`config.mk`:
```
export PLATFORM = sky130hd
export DESIGN_NAME = mem_burst_initiator
export DESIGN_NICKNAME = d
export VERILOG_FILES = /design/src/rtl/mem_burst_initiator.sv
export SDC_FILE = /design/constraint.sdc
export NUM_CORES = 1
export LEC_CHECK = 0
export BUFFER_PORTS_ARGS = -buffer_cell sky130_fd_sc_hd__buf_2
export CORE_UTILIZATION = 60
export DETAILED_ROUTE_END_ITERATION = 12
export PLACE_DENSITY = 0.93
export SYNTH_ARGS = -nofsm -noshare
export SYNTH_HDL_FRONTEND = slang
export SYNTH_SLANG_ARGS = --single-unit
```
`constraint.sdc`:
```
create_clock -name clk -period 4.55 [get_ports clk]
set_input_delay 0.455 -clock clk [delete_from_list [all_inputs] [get_ports clk]]
set_output_delay 0.455 -clock clk [all_outputs]
set_load 0.02 [all_outputs]
```
`src/rtl/mem_burst_initiator.sv`:
```
// Burst initiator for a single-port memory bank.
// Turns one start command into a linear run of word writes or reads.
module mem_burst_initiator #(
    parameter int DATA_W = 16,
    parameter int ADDR_W = 10
) (
    input  logic              clk,
    input  logic              rst_n,
    input  logic              start,
    output logic              start_ready,
    input  logic              start_write,
    input  logic [ADDR_W-1:0] start_addr,
    input  logic [ADDR_W:0]   start_len,
    output logic              busy,
    output logic              done,
    input  logic              wr_in_valid,
    output logic              wr_in_ready,
    input  logic [DATA_W-1:0] wr_in_data,
    output logic              rd_out_valid,
    input  logic              rd_out_ready,
    output logic [DATA_W-1:0] rd_out_data,
    output logic              rd_out_last,
    output logic              mem_chip_en,
    output logic              mem_wr_en,
    output logic [ADDR_W-1:0] mem_wr_addr,
    output logic [DATA_W-1:0] mem_wr_data,
    output logic              mem_rd_en,
    output logic [ADDR_W-1:0] mem_rd_addr,
    input  logic [DATA_W-1:0] mem_rd_data
);

    localparam int CW = ADDR_W + 1;
    localparam logic [CW-1:0] DEPTH = {1'b1, {ADDR_W{1'b0}}};

    typedef enum logic [1:0] {
        IDLE,
        WR,
        RD,
        FINISH
    } state_t;

    state_t state, state_nx;

    logic [ADDR_W-1:0] base;
    logic [CW-1:0]     len;
    logic [CW-1:0]     count;
    logic [CW-1:0]     issued;
    logic [CW-1:0]     popped;
    logic              inflight;

    logic [DATA_W-1:0] fifo [4];
    logic [1:0]        wptr;
    logic [1:0]        rptr;
    logic [2:0]        fcnt;

    logic accept;
    logic wr_beat;
    logic issue;
    logic push;
    logic pop;
    logic at_last;

    assign start_ready  = (state == IDLE);
    assign busy         = (state != IDLE);
    assign accept       = start & start_ready;
    assign wr_beat      = (state == WR) & wr_in_valid;
    assign issue        = (state == RD) & (issued < len)
                          & ((fcnt + {2'b00, inflight}) < 3'd4);
    assign push         = inflight;
    assign rd_out_valid = (fcnt != 3'd0);
    assign pop          = rd_out_valid & rd_out_ready;
    assign at_last      = (popped == len - 1'b1);
    assign rd_out_last  = rd_out_valid & at_last;
    assign rd_out_data  = rd_out_valid ? fifo[rptr] : '0;

    // State register; reset abandons any burst in progress.
    always_ff @(posedge clk) begin
        if (!rst_n) begin
            state <= IDLE;
        end else begin
            state <= state_nx;
        end
    end

    // Next state and bank controls, all derived from state and handshakes.
    always_comb begin
        state_nx    = state;
        wr_in_ready = 1'b0;
        done        = 1'b0;
        mem_chip_en = 1'b0;
        mem_wr_en   = 1'b0;
        mem_wr_addr = '0;
        mem_wr_data = '0;
        mem_rd_en   = 1'b0;
        mem_rd_addr = '0;
        unique case (state)
            IDLE: begin
                if (start) begin
                    if (start_len == '0) begin
                        state_nx = FINISH;
                    end else if (start_write) begin
                        state_nx = WR;
                    end else begin
                        state_nx = RD;
                    end
                end
            end
            WR: begin
                wr_in_ready = 1'b1;
                if (wr_in_valid) begin
                    mem_chip_en = 1'b1;
                    mem_wr_en   = 1'b1;
                    mem_wr_addr = base + count[ADDR_W-1:0];
                    mem_wr_data = wr_in_data;
                    if (count == len - 1'b1) begin
                        state_nx = FINISH;
                    end
                end
            end
            RD: begin
                if (issue) begin
                    mem_chip_en = 1'b1;
                    mem_rd_en   = 1'b1;
                    mem_rd_addr = base + issued[ADDR_W-1:0];
                end
                if (pop && at_last) begin
                    state_nx = FINISH;
                end
            end
            FINISH: begin
                done     = 1'b1;
                state_nx = IDLE;
            end
        endcase
    end

    // Command capture and beat counters; in-flight marks a read awaiting data.
    always_ff @(posedge clk) begin
        if (!rst_n) begin
            base     <= '0;
            len      <= '0;
            count    <= '0;
            issued   <= '0;
            popped   <= '0;
            inflight <= 1'b0;
        end else begin
            if (accept) begin
                base   <= start_addr;
                len    <= start_len;
                count  <= '0;
                issued <= '0;
                popped <= '0;
            end
            if (wr_beat) begin
                count <= count + 1'b1;
            end
            if (issue) begin
                issued <= issued + 1'b1;
            end
            if (pop) begin
                popped <= popped + 1'b1;
            end
            inflight <= issue;
        end
    end

    // Four-entry read FIFO absorbing returned words under backpressure.
    always_ff @(posedge clk) begin
        if (!rst_n) begin
            wptr <= '0;
            rptr <= '0;
            fcnt <= '0;
            for (int i = 0; i < 4; i++) begin
                fifo[i] <= '0;
            end
        end else begin
            if (push) begin
                fifo[wptr] <= mem_rd_data;
                wptr       <= wptr + 1'b1;
            end
            if (pop) begin
                rptr <= rptr + 1'b1;
            end
            if (push && !pop) begin
                fcnt <= fcnt + 1'b1;
            end else if (pop && !push) begin
                fcnt <= fcnt - 1'b1;
            end
        end
    end

    a_no_rw_overlap: assert property (@(posedge clk) disable iff (!rst_n)
        !(mem_wr_en && mem_rd_en));

    a_strobe_needs_ce: assert property (@(posedge clk) disable iff (!rst_n)
        !((mem_wr_en || mem_rd_en) && !mem_chip_en));

    a_ce_quiet: assert property (@(posedge clk) disable iff (!rst_n)
        (state == IDLE || state == FINISH) |-> !mem_chip_en);

    a_fifo_no_overflow: assert property (@(posedge clk) disable iff (!rst_n)
        !(push && !pop && fcnt == 3'd4));

    a_fifo_no_underflow: assert property (@(posedge clk) disable iff (!rst_n)
        !(pop && fcnt == 3'd0));

    a_len_legal: assert property (@(posedge clk) disable iff (!rst_n)
        accept |-> (start_len <= DEPTH));

endmodule

```
==> metrics.log <==
[metrics] critical path, cell by cell: ha_1, inv_1, fa_1, nor2b_1, o21ai_0, a21boi_0, o21ai_0, a21oi_1, nor3_1, nor3b_1, buf_2
[metrics] Max IR drop VDD: 0.354 mV
[metrics] Crit Path Class: register to primary output
[metrics] number of nets with antenna violations after detailed routing: 0
[metrics] Routed WL: 18300 um
[metrics] clock latency on the worst-skew pair: 0.42 ns
[metrics] reg-to-reg endpoint: fcnt[2]
[metrics] total clock sinks: 130
[metrics] global-route wire length before repair: 28900 um
[metrics] sequential-to-total area share from yosys stat: 0.431
[metrics] start point of the critical path: issued[0]
[metrics] number of buffers added by the clock tree synthesis step: 17
[metrics] average cell area after synthesis: 9.76 um^2
[metrics] critical path endpoint: mem_rd_addr[8]
[metrics] number of detailed-routing iterations run before antenna repair: 6
[metrics] vias after detailed routing: 6214
[metrics] Clock Pin Slew Worst Setup and Hold Paths: 0.06 ns
[metrics] required time of the critical path: 4.09 ns
[metrics] outcome: completed
[metrics] vias in the first global route: 5973
[metrics] cell seen most often among critical-path stages: o21ai_0
[metrics] cell count after placement: 1021
[metrics] highest achievable clock rate: 303 MHz
[metrics] critical path capture point type: primary output
[metrics] overall power after layout: 4.37 mW
[metrics] worst hold path cell count: 3
[metrics] initial antenna violation count: 0
[metrics] critical register-to-register path startpoint: fcnt[0]
[metrics] number of I/O port buffers: 119
[metrics] fill cell instance count of the final layout: 822
[metrics] hold-fix buffers at CTS: 0
[metrics] overflow left after global routing: 0
[metrics] storage element area: 0.00324 mm^2
[metrics] cell types occupying the most area after synthesis: edfxtp_1 26%, dfxtp_1 18%, ha_1 6.2%, and2_1 5.9%, mux4_2 4.8%
[metrics] chip width: 114 um
[metrics] buffer levels on the longest clock path: 2
[metrics] period utilization: 0.726
[metrics] area used by multi-input combinational logic: 0.00402 mm^2
[metrics] min Tclk post-route: 3.30 ns
[metrics] pwr dens: 496 mW/mm^2
[metrics] FP Rows: 40
[metrics] GPL Wtd Cong: 0.992
[metrics] crit path launch type: register
[metrics] final setup violation count: 0
[metrics] mapped cell area: 0.00753 mm^2
[metrics] total of flip-flops plus latches after synthesis: 130
[metrics] Clk Tree Root Cell: clkbuf_16
[metrics] cell family with the largest share of critical-path delay: compound AO/OA/AOI/OAI gates
[metrics] number of cells produced by synthesis: 771
[metrics] ports placed on the boundary: 120
[metrics] post-synthesis to final-layout area growth: 17.0%
[metrics] max_cap viols: 0
[metrics] slack of the worst reg-to-reg path: 1.60 ns
[metrics] core area: 0.0121 mm^2
[metrics] ANT cells: 0
[metrics] worst min path class: input pin to register
[metrics] Mapped Nets: 870
[metrics] highest cell delay on the worst timing path: 0.43 ns
[metrics] height of the die: 114 um
[metrics] worst path arrival time: 2.85 ns
[metrics] final-report max-slew violation count: 0
[metrics] fraction of layout instances using a drive strength above 1: 0.208
[metrics] Least-Margin Pin Slew: 1.08 ns
[metrics] post-CTS setup buffer count: 0
[metrics] non-filler cells, final: 1052
[metrics] Die Area: 0.0130 mm^2
[metrics] leakage power summed over all cells: 3.88 nW
[metrics] most common cell in the netlist: nand2_1
[metrics] setup slack after layout: 1.25 ns
[metrics] mean routed wirelength per cell: 17.4 um
[metrics] clock skew: 0.00976 ns
[metrics] # DRC: 0
[metrics] most used standard cells in the synthesized netlist: 75 x nand2_1, 71 x and2_1, 66 x dfxtp_1, 64 x edfxtp_1
[metrics] setup repair after global routing missed its margin: false
[metrics] worst-case setup slack after placement: 1.66 ns
[metrics] violation count after the first detailed-route iteration: 532
[metrics] Stages on worst setup path: 11
[metrics] critical path's slowest cell: dfxtp_1
[metrics] dominant synthesized flop cell: dfxtp_1
[metrics] clock tree from TritonCTS: yes
[metrics] library cell with the largest summed area after synthesis: edfxtp_1
[metrics] yosys synthesis warning count: 0
[metrics] Starting Density: 0.621
[metrics] number of resized instances in the post-cts repair step: 0
[metrics] Synth cell types: 60
[metrics] Relative slew margins: 0.278
[metrics] worst reg-to-reg path cell count: 9
[metrics] Post-synth EDFFs: 64
[metrics] Final Hold Vio Count: 0
[metrics] H-Tree Level Count: 4
[metrics] ys async rst share: 0
[metrics] net count reported at finish: 971
[metrics] Detailed Place HPWL: 12400 um
[metrics] Max Fanout on Critical Path: 6
[metrics] pin count of the biggest net entering global routing: 30
[metrics] Total GRT Usage: 0.292
[metrics] share of Yosys cell area claimed by the top area cell type: 0.255
[metrics] Bufs and invs on worst path: 2
[metrics] number of vias per cell: 5.91
[metrics] total negative slack: 0 ns
==> final cells by class <==
class | count | share of cell area
Multi-Input combinational cell | 571 | 0.456
Inverter | 29 | 0.0124
Sequential cell | 130 | 0.368
Timing Repair Buffer | 123 | 0.0710
Tap cell | 168 | 0.0239
Clock inverter | 14 | 0.0202
Clock buffer | 17 | 0.0483
==> kinds of logic (layout without fill, tap and decap cells) <==
| logic type | count (synthesis) | after routing | synth area share |
|---|---|---|---|
| buffers and inverters | 70 | 183 | 0.0364 |
| XOR/XNOR | 51 | 51 | 0.0667 |
| flip-flops | 130 | 130 | 0.431 |
| adder cells (fa/ha/maj) | 40 | 40 | 0.0695 |
| AO/OA/AOI/OAI | 129 | 129 | 0.110 |
| multiplexers | 25 | 25 | 0.0608 |
| AND/OR/NAND/NOR | 326 | 326 | 0.226 |
==> power by group <==
| group | internal, mW | switching (mW) |
|---|---|---|
| clock network | 0.868 | 0.537 |
| logic | 0.573 | 0.879 |
| registers | 1.34 | 0.170 |
| total | 2.78 | 1.59 |
==> placed cells by master (no fill, tap or decap), types with 3 or more instances in the layout <==
cell type / n
o21ai_0: 23
buf_4: 4
clkbuf_16: 17
inv_1: 28
xnor3_1: 4
buf_2: 119
ha_1: 37
a21oi_1: 54
xnor2_1: 31
mux4_2: 16
nor3_1: 13
a21boi_0: 3
xor2_1: 16
mux2_2: 6
mux2i_1: 3
dfxtp_1: 66
fa_1: 3
o2bb2ai_1: 3
nor2_1: 54
inv_6: 6
edfxtp_1: 64
nand3_1: 24
bufinv_16: 3
nor3b_1: 4
nor2b_1: 3
a21o_1: 9
nand2_1: 75
and3_1: 47
a22oi_1: 3
a31oi_1: 6
or3_1: 4
a22o_1: 4
nand2b_1: 14
and2_1: 71
nor4_1: 6
==> layer usage <==
metal | vias to the layer above | track usage | part of all wire | wire length [um]
met2 | 316 | 0.530 | 0.51 | 9360
met1 | 2892 | 0.325 | 0.38 | 6990
met4 | 0 | 0.128 | 0.035 | 640
met3 | 66 | 0.0675 | 0.074 | 1360
met5 | - | 0 | 0 | 0
li1 | 2940 | - | - | -
==> sequential cells by signal, indices dropped and copies added (netlist names), named ones only <==
| signal | flops |
|---|---|
| issued | 11 |
| state | 2 |
| fifo | 64 |
| base | 10 |
| count | 11 |
| len | 11 |
| inflight | 1 |
| wptr | 2 |
| rptr | 2 |
| popped | 11 |
| fcnt | 3 |
==> metrics by stage <==
stage | instance area (um^2) | hold WS (ns) | util
2_1_floorplan | 7530 | 0.458 | -
6_report | 8810 | 0.273 | 0.727
3_5_place_dp | 8210 | 0.479 | 0.678
5_1_grt | 8810 | 0.280 | 0.727
3_3_place_gp | 8210 | 0.476 | 0.678
4_1_cts | 8810 | 0.268 | 0.727
==> how the worst min path moves through the flow <==
stage              end           from
2_1_floorplan  base[0]        base[0]
3_3_place_gp   base[2]        base[2]
3_5_place_dp   base[2]        base[2]
4_1_cts        base[0]  start_addr[0]
5_1_grt        base[5]  start_addr[5]
6_report       base[8]  start_addr[8]
==> tightest hold or removal path, delay by kind of cell <==
family          cells  cell delay (ns)
simple gates        1             0.04
compound gates      1             0.05
buf+inv             1             0.10
Power figures use the tool's default switching activity.
